===== src/rtl/riscv_div_writeback_if.sv =====
// Bundle of signals between the issue stage, the iterative divider, the
// register-file write arbiter and the divide writeback tracker.
// master: environment side (issue stage / divider / arbiter)
// slave : the tracker itself
`timescale 1ns/1ps
interface riscv_div_writeback_if;
  logic        issue_valid_i;
  logic [4:0]  issue_rd_idx_i;
  logic [31:0] issue_pc_i;
  logic        flush_i;
  logic        div_valid_i;
  logic [31:0] div_value_i;
  logic        rf_grant_i;
  logic        rf_req_o;
  logic [4:0]  rf_rd_idx_o;
  logic [31:0] rf_value_o;
  logic        stall_o;
  logic        busy_o;
  logic [4:0]  busy_rd_o;
  logic [31:0] pc_o;
  logic        error_o;
  logic        fwd_valid_o;
  logic [4:0]  fwd_rd_idx_o;
  logic [31:0] fwd_value_o;

  modport master (
    output issue_valid_i, issue_rd_idx_i, issue_pc_i, flush_i,
           div_valid_i, div_value_i, rf_grant_i,
    input  rf_req_o, rf_rd_idx_o, rf_value_o, stall_o, busy_o, busy_rd_o,
           pc_o, error_o, fwd_valid_o, fwd_rd_idx_o, fwd_value_o
  );

  modport slave (
    input  issue_valid_i, issue_rd_idx_i, issue_pc_i, flush_i,
           div_valid_i, div_value_i, rf_grant_i,
    output rf_req_o, rf_rd_idx_o, rf_value_o, stall_o, busy_o, busy_rd_o,
           pc_o, error_o, fwd_valid_o, fwd_rd_idx_o, fwd_value_o
  );
endinterface


===== src/rtl/riscv_div_writeback.sv =====
// Divide completion / writeback tracker.
// Records rd/pc of an issued DIV/DIVU/REM/REMU, stalls further issue while
// the divider works, pairs the untagged divider result with the recorded rd
// and requests the shared register-file write port. Flushed divisions are
// drained and discarded; a watchdog flags a divider that never answers.
// Optional feature: define RISCV_DIV_WB_FWD_EN to drive the fwd_* bypass
// outputs during PEND; otherwise they are tied to 0.
//
// state | meaning
// IDLE  | nothing tracked, issue allowed
// WAIT  | division in flight, result will be written to rd
// PEND  | result captured, requesting register-file write port
// DRAIN | flushed division in flight, result will be discarded
`timescale 1ns/1ps
module riscv_div_writeback #(
  parameter int TIMEOUT_CYCLES = 40,
  parameter int CNT_W          = 6
) (
  input  logic                 clk_i,
  input  logic                 rst_i,
  riscv_div_writeback_if.slave bus
);

  typedef enum logic [1:0] {
    S_IDLE  = 2'd0,
    S_WAIT  = 2'd1,
    S_PEND  = 2'd2,
    S_DRAIN = 2'd3
  } state_e;

  localparam logic [CNT_W-1:0] CNT_LAST = CNT_W'(TIMEOUT_CYCLES - 1);
  localparam logic [CNT_W-1:0] CNT_MAX  = '1;

  state_e            state_q, state_d;
  logic [4:0]        rd_q, rd_d;
  logic [31:0]       pc_q, pc_d;
  logic [31:0]       value_q, value_d;
  logic [CNT_W-1:0]  cnt_q, cnt_d;
  logic              error_q, error_d;

  logic              timeout;
  logic [CNT_W-1:0]  cnt_inc;
  logic              pend;
  logic              busy;

  // >= rather than == so a flush landing on the last WAIT cycle still times out in DRAIN
  assign timeout = (cnt_q >= CNT_LAST);
  assign cnt_inc = (cnt_q == CNT_MAX) ? cnt_q : cnt_q + 1'b1;

  // State and capture registers
  always_ff @(posedge clk_i or posedge rst_i) begin
    if (rst_i) begin
      state_q <= S_IDLE;
      rd_q    <= '0;
      pc_q    <= '0;
      value_q <= '0;
      cnt_q   <= '0;
      error_q <= 1'b0;
    end else begin
      state_q <= state_d;
      rd_q    <= rd_d;
      pc_q    <= pc_d;
      value_q <= value_d;
      cnt_q   <= cnt_d;
      error_q <= error_d;
    end
  end

  // Next-state, capture and sticky error logic
  always_comb begin
    state_d = state_q;
    rd_d    = rd_q;
    pc_d    = pc_q;
    value_d = value_q;
    cnt_d   = cnt_q;
    error_d = error_q;

    if (bus.issue_valid_i && (state_q != S_IDLE)) begin
      error_d = 1'b1;
    end

    unique case (state_q)
      S_IDLE: begin
        if (bus.issue_valid_i) begin
          state_d = S_WAIT;
          rd_d    = bus.issue_rd_idx_i;
          pc_d    = bus.issue_pc_i;
          cnt_d   = '0;
        end
        if (bus.div_valid_i) begin
          error_d = 1'b1;
        end
      end
      S_WAIT: begin
        cnt_d = cnt_inc;
        if (bus.flush_i && bus.div_valid_i) begin
          state_d = S_IDLE;
        end else if (bus.flush_i) begin
          state_d = S_DRAIN;
        end else if (bus.div_valid_i) begin
          value_d = bus.div_value_i;
          state_d = (rd_q == 5'd0) ? S_IDLE : S_PEND;
        end else if (timeout) begin
          error_d = 1'b1;
          state_d = S_IDLE;
        end
      end
      S_PEND: begin
        if (bus.rf_grant_i) begin
          state_d = S_IDLE;
        end
      end
      S_DRAIN: begin
        cnt_d = cnt_inc;
        if (bus.div_valid_i) begin
          state_d = S_IDLE;
        end else if (timeout) begin
          error_d = 1'b1;
          state_d = S_IDLE;
        end
      end
      default: state_d = S_IDLE;
    endcase
  end

  assign pend = (state_q == S_PEND);
  assign busy = (state_q == S_WAIT) || pend;

  assign bus.rf_req_o    = pend;
  assign bus.rf_rd_idx_o = pend ? rd_q : 5'd0;
  assign bus.rf_value_o  = pend ? value_q : 32'd0;
  assign bus.stall_o     = (state_q != S_IDLE);
  assign bus.busy_o      = busy;
  assign bus.busy_rd_o   = busy ? rd_q : 5'd0;
  assign bus.pc_o        = pc_q;
  assign bus.error_o     = error_q;

`ifdef RISCV_DIV_WB_FWD_EN
  assign bus.fwd_valid_o  = pend;
  assign bus.fwd_rd_idx_o = rd_q;
  assign bus.fwd_value_o  = value_q;
`else
  assign bus.fwd_valid_o  = 1'b0;
  assign bus.fwd_rd_idx_o = 5'd0;
  assign bus.fwd_value_o  = 32'd0;
`endif

endmodule


===== src/flat_wrapper.sv =====
// flat-port wrapper written by rule: the top's interface ports become plain ports
module riscv_div_writeback_flat 
#(
  parameter int TIMEOUT_CYCLES = 40,
  parameter int CNT_W          = 6
)
  (clk_i, rst_i, bus_issue_valid_i, bus_issue_rd_idx_i, bus_issue_pc_i, bus_flush_i, bus_div_valid_i, bus_div_value_i, bus_rf_grant_i, bus_rf_req_o, bus_rf_rd_idx_o, bus_rf_value_o, bus_stall_o, bus_busy_o, bus_busy_rd_o, bus_pc_o, bus_error_o, bus_fwd_valid_o, bus_fwd_rd_idx_o, bus_fwd_value_o);
  riscv_div_writeback_if bus_i ();
  input  logic clk_i;
  input  logic rst_i;
  input wire logic [$bits(bus_i.issue_valid_i)-1:0] bus_issue_valid_i;
  input wire logic [$bits(bus_i.issue_rd_idx_i)-1:0] bus_issue_rd_idx_i;
  input wire logic [$bits(bus_i.issue_pc_i)-1:0] bus_issue_pc_i;
  input wire logic [$bits(bus_i.flush_i)-1:0] bus_flush_i;
  input wire logic [$bits(bus_i.div_valid_i)-1:0] bus_div_valid_i;
  input wire logic [$bits(bus_i.div_value_i)-1:0] bus_div_value_i;
  input wire logic [$bits(bus_i.rf_grant_i)-1:0] bus_rf_grant_i;
  output wire logic [$bits(bus_i.rf_req_o)-1:0] bus_rf_req_o;
  output wire logic [$bits(bus_i.rf_rd_idx_o)-1:0] bus_rf_rd_idx_o;
  output wire logic [$bits(bus_i.rf_value_o)-1:0] bus_rf_value_o;
  output wire logic [$bits(bus_i.stall_o)-1:0] bus_stall_o;
  output wire logic [$bits(bus_i.busy_o)-1:0] bus_busy_o;
  output wire logic [$bits(bus_i.busy_rd_o)-1:0] bus_busy_rd_o;
  output wire logic [$bits(bus_i.pc_o)-1:0] bus_pc_o;
  output wire logic [$bits(bus_i.error_o)-1:0] bus_error_o;
  output wire logic [$bits(bus_i.fwd_valid_o)-1:0] bus_fwd_valid_o;
  output wire logic [$bits(bus_i.fwd_rd_idx_o)-1:0] bus_fwd_rd_idx_o;
  output wire logic [$bits(bus_i.fwd_value_o)-1:0] bus_fwd_value_o;
  assign bus_i.issue_valid_i = bus_issue_valid_i;
  assign bus_i.issue_rd_idx_i = bus_issue_rd_idx_i;
  assign bus_i.issue_pc_i = bus_issue_pc_i;
  assign bus_i.flush_i = bus_flush_i;
  assign bus_i.div_valid_i = bus_div_valid_i;
  assign bus_i.div_value_i = bus_div_value_i;
  assign bus_i.rf_grant_i = bus_rf_grant_i;
  assign bus_rf_req_o = bus_i.rf_req_o;
  assign bus_rf_rd_idx_o = bus_i.rf_rd_idx_o;
  assign bus_rf_value_o = bus_i.rf_value_o;
  assign bus_stall_o = bus_i.stall_o;
  assign bus_busy_o = bus_i.busy_o;
  assign bus_busy_rd_o = bus_i.busy_rd_o;
  assign bus_pc_o = bus_i.pc_o;
  assign bus_error_o = bus_i.error_o;
  assign bus_fwd_valid_o = bus_i.fwd_valid_o;
  assign bus_fwd_rd_idx_o = bus_i.fwd_rd_idx_o;
  assign bus_fwd_value_o = bus_i.fwd_value_o;
  riscv_div_writeback #(.TIMEOUT_CYCLES(TIMEOUT_CYCLES), .CNT_W(CNT_W)) u_core (.clk_i(clk_i), .rst_i(rst_i), .bus(bus_i));
endmodule

===== config.mk =====
export PLATFORM = sky130hd
export DESIGN_NAME = riscv_div_writeback_flat
export DESIGN_NICKNAME = d
export VERILOG_FILES = /design/src/rtl/riscv_div_writeback_if.sv /design/src/rtl/riscv_div_writeback.sv /design/src/flat_wrapper.sv
export SDC_FILE = /design/constraint.sdc
export NUM_CORES = 1
export LEC_CHECK = 0
export CAP_MARGIN = 10
export CORE_UTILIZATION = 43
export DETAILED_ROUTE_END_ITERATION = 16
export PLACE_DENSITY_LB_ADDON = 0.12
export REMOVE_ABC_BUFFERS = 1
export SLEW_MARGIN = 5
export SYNTH_ARGS = -nofsm -noshare
export SYNTH_HDL_FRONTEND = slang
export SYNTH_SLANG_ARGS = --single-unit
export TNS_END_PERCENT = 5

===== constraint.sdc =====
create_clock -name clk_i -period 7.7 [get_ports clk_i]
set_clock_uncertainty 0.15 [all_clocks]
set_input_delay 1.54 -clock clk_i [delete_from_list [all_inputs] [get_ports clk_i]]
set_output_delay 1.54 -clock clk_i [all_outputs]
set_load 0.02 [all_outputs]

== Word-level counts from Yosys, hierarchy flattened ==
Cells that the tools add are included.
Word-level totals
  flip-flop bits (word level): 78
  word-level logic and storage cells: 51
Cells by class
  $add $sub $neg: 1
  order comparisons: 1
  equality and inequality tests: 7
  mux-type cells: 22
  bitwise logic cells: 2
  reduce and logical (&&, ||, !) cells: 12
Operators by type and width (number)
  $mux W32: 1
  $mux W2: 8
  $mux W6: 2
  $pmux W6 S2: 1
  $mux W5: 2
  $pmux W2 S4: 1
  $add A6 B1 Y6 const B: 1
  $eq A6 B6 Y1 const B: 1
  $ge A6 B6 Y1 const B: 1
  $mux W1: 6
  $ne A2 B2 Y1 const B: 3
  $logic_not A5 Y1: 1
  $eq A2 B2 Y1 const B: 2
  $reduce_and A2 Y1: 2
  $reduce_and A4 Y1: 1
  $reduce_bool A2 Y1: 2
  $pmux W1 S3: 1
  $reduce_and A3 Y1: 1
  $eq A2 B1 Y1 const B: 1
  $logic_and A1 B1 Y1: 2
  $logic_not A2 Y1: 1
  $not A1 Y1: 2
  $reduce_or A2 Y1: 1
  $logic_or A1 B1 Y1: 1

== Logic depth before layout (Yosys ltp) ==
  word-level depth: 8
  depth in mapped cells: 7
  mapped depth without buffers: 6

== Worst setup path after synthesis ==
Ideal clock, no wire load.
  path type: register to output
  start: register u_core.state_q[0]
  end: output bus_rf_value_o[0]
  arrival: 1565 ps
  required time: 6010 ps
  setup slack: 4445 ps
  cell stages (with the launch flop): 6
  cells stage by stage: dfrtp_1 inv_1 ha_1 clkbuf_1 clkbuf_1 and2_1
On the way
  word-level cells in the longest chain between the ends: 2
RTL lines
  start: declaration: line riscv_div_writeback.sv:34  | state_e state_q, state_d;
  start signal: assignment: line riscv_div_writeback.sv:60  | state_q <= state_d;
  $eq A2 B2 Y1: line riscv_div_writeback.sv:126  | assign pend = (state_q == S_PEND);
  named net bus_rf_req_o: line flat_wrapper.sv:18  | output wire logic [$bits(bus_i.rf_req_o)-1:0] bus_rf_req_o;
  $mux W32: line riscv_div_writeback.sv:131  | assign bus.rf_value_o = pend ? value_q : 32'd0;
  end: declaration: line flat_wrapper.sv:20  | output wire logic [$bits(bus_i.rf_value_o)-1:0] bus_rf_value_o;
The timed path passes the listed nets, and every way through them passes these cells.

== Worst setup path after layout ==
  start: register u_core.state_q[0]
  end: output bus_rf_value_o[26]
On the way
  word-level cells in the longest chain between the ends: 2
RTL lines (line)
  $eq A2 B2 Y1: riscv_div_writeback.sv:126
  $mux W32: riscv_div_writeback.sv:131
No other way between the ends.

==> results by group <==
Status
  • Status: complete, no violations

Synth
  • Unique masters post-synth: 32
  • Flop and latch count out of synthesis: 78
  • Synth area leader: dfrtp_1
  • Top cell type's share of synthesized area: 51.8%
  • Largest cells by area after synthesis: dfrtp_1 52%, mux2_2 21%, buf_4 7.8%
  • Synth Area per Inst: 12.2 µm²
  • Mapped cell area: approximately 3800 µm²
  • Mapped Cells: around 310
  • Seq/Total Area, Yosys: around 52%
  • Syn. warnings: 0

Cells and area
  • Most common cell after layout, fill and taps aside: clkdlybuf4s50_1
  • Filler-free cell count of the finished design: 569
  • FILL cells: 676
  • Fin area: 5450 µm²
  • Most frequent cells in the layout: 152 x clkdlybuf4s50_1, 78 x dfrtp_1, 69 x mux2_2, 42 x and2_1, 38 x conb_1
  • Share of layout cells above drive strength 1: 19.8%
  • Fin util: 65.4%
  • Register area: 1950 µm²
  • Synthesis-to-layout area growth: 44.6%
  • Ant. Diodes: 0
  • Final net count: 539
  • Area of the multi-input gates: approximately 1600 µm²

Run
  • Max cap viols: 0

GRT
  • GR Util met2: 31.0%
  • Vias in the first global route: 2620
  • Gr usage total: around a fifth
  • GR peak layer: met2
  • First-pass GRT wire length: 13.1 mm
  • GRT met3 Usage: approximately 8.2%
  • GRT overflow: 0
  • Pin count of the biggest net entering global routing: 79
  • GR Layer Usage met1: a little under a quarter
  • Initial antenna violation count: 0

STA
  • Final setup vio count: 0
  • Fin. max-slew vios: 0
  • Final Hold Fails: 0
  • Setup TNS: 0 ns
  • RSZ-0062 raised after global routing: no
  • Max transition margin: 36.2%
  • Maximum achievable frequency: between 200 and 250 MHz
  • Fin Hold WS: 0.352 ns
  • Tcrit/Tclk final: 52.2%
  • Min Clock Period, post-route: just over 4 ns
  • Worst slew pin tran: 0.957 ns

Detailed routing
  • Final WL: 8.37 mm
  • ANT nets after route: 0
  • Initial drt markers: 84
  • Vias: 2719
  • Drt pass-1 iters: 4
  • DRC: 0
  • Avg WL per Cell: ~15 µm
  • Avg Vias per Cell: about 4.8

Placement
  • Placed inst area: 5210 µm²
  • RD Place Congestion: 0.763
  • Inst Count DP: 552
  • Hpwl dp: 5.99 mm
  • IO Port Bufs: 152

Worst setup path
  • Critical-path top delay cell: clkdlybuf4s50_1
  • CP peak stage delay: 0.60 ns
  • Req. time, crit path: 6.01 ns
  • CP max FO: 35
  • Critical-path cell list: inv_1 -> ha_1 -> buf_16 -> and2_1 -> clkdlybuf4s50_1
  • Critical Path End Type: primary output
  • CP arrival: 2.33 ns
  • Worst Setup Start Kind: register
  • Worst Reg-to-Reg Cells: 6
  • CP Class: register to primary output

Die
  • Starting density of the core: 45.2%
  • Die height: 95.7 µm
  • Die outline width: 95.7 µm
  • Row cnt: 33
  • Full die area: approximately 9100 µm²
  • Core Region: around 8300 µm²
  • I/O pin count: roughly 190

Clock network
  • Hold-fix buffers, CTS: 0
  • Total CTS buffers: 9
  • CTS tree: built
  • Reg clk slew, reported paths: approximately 0.080 ns
  • Worst-skew pair later-pin latency: ~0.34 ns
  • CTS resizes: 0
  • Clock Root Buffer: clkbuf_8
  • Max Root-Sink Buffers: 2
  • H-tree depth: 3
  • Clock sinks: 78
  • Setup repair bufs after CTS: 0

Power and ir drop
  • Lkg Pwr: 2.34 nW
  • PwrDens: 367 nW/µm²
  • Maximum VDD drop: 0.246 mV

Worst hold path
  • HP Class: register to register
  • WHS Path Cells: 1
power by group:
part	switching, mW	internal (mW)	total, mW	leakage (nW)
clock network	0.150	0.182	0.332	0.106
logic	0.444	0.502	0.946	1.30
registers	0.115	0.608	0.723	0.933
total	0.709	1.29	2.00	2.34
Yosys cell counts (all sizes together):
library cell / instances
a211o: 1
a211oi: 1
a21oi: 5
a22oi: 1
a311oi: 2
a31oi: 2
and2: 42
and2b: 1
and3: 1
buf: 47
clkbuf: 4
conb: 1
dfrtp: 78
ha: 5
inv: 7
mux2: 69
nand2: 7
nand2b: 2
nand3: 3
nand3b: 1
nand4: 1
nor2: 6
nor3: 2
nor4: 1
o21ai: 12
o221ai: 1
o31ai: 4
or2: 1
registers in the layout (all words and copies together), names as in the netlist:
signal,flops
u_core.bus.error_o,1
u_core.value_q,32
u_core.rd_q,5
u_core.bus.pc_o,32
u_core.state_q,2
u_core.cnt_q,6
final cells by class:
type | count | area share (%)
tap | 105 | 2.41
sequential | 78 | 35.8
multi-input combinational | 209 | 28.8
clock inverter | 6 | 1.58
clock buffer | 10 | 2.34
timing repair buffer | 154 | 28.5
inverter | 7 | 0.505
worst paths after layout:
| check | start | end | slack [ns] |
|---|---|---|---|
| max in group asynchronous | rst_i | u_core.value_q[20] | 5.12 |
| min reg2reg | u_core.value_q[0] | u_core.value_q[0] | 0.35 |
| min | u_core.value_q[0] | u_core.value_q[0] | 0.35 |
| max | u_core.state_q[0] | bus_rf_value_o[26] | 3.68 |
| min in group asynchronous | rst_i | u_core.bus.pc_o[28] | 1.67 |
| max reg2reg | u_core.state_q[1] | u_core.state_q[1] | 5.28 |
per-layer routing:
layer	share of wire, %	up-vias
met1	41	1311
li1	-	1270
met3	10	12
met2	48	126
met5	0	-
met4	1.5	0
worst max-delay path, delay by kind of cell, from the launching register on:
kind | cells | cell delay, ns
buffers and inverters | 3 | 0.95
DFF | 1 | 0.45
adders and majority gates | 1 | 0.45
and+or+nand+nor | 1 | 0.15
cells by family (layout without fill, tap and decap cells):
kind of cell,after synthesis,in the layout,share of synthesized area [%]
flip-flops,78,78,51.8
multiplexers,69,69,20.6
AND/OR/NAND/NOR,68,68,10.5
buffers and inverters,58,177,10.3
AO/OA/AOI/OAI,29,29,5.14
adder cells (fa/ha/maj),5,5,1.66
other,1,38,0.0994
per-stage QoR:
step           worst slack (ns)  total power, mW
6_report                   3.68             2.00
5_1_grt                    3.52             2.12
3_3_place_gp               3.69             1.65
2_1_floorplan              4.01             1.24
3_5_place_dp               3.60             1.68
4_1_cts                    3.21             2.02
(Power assumes the default switching activity.)
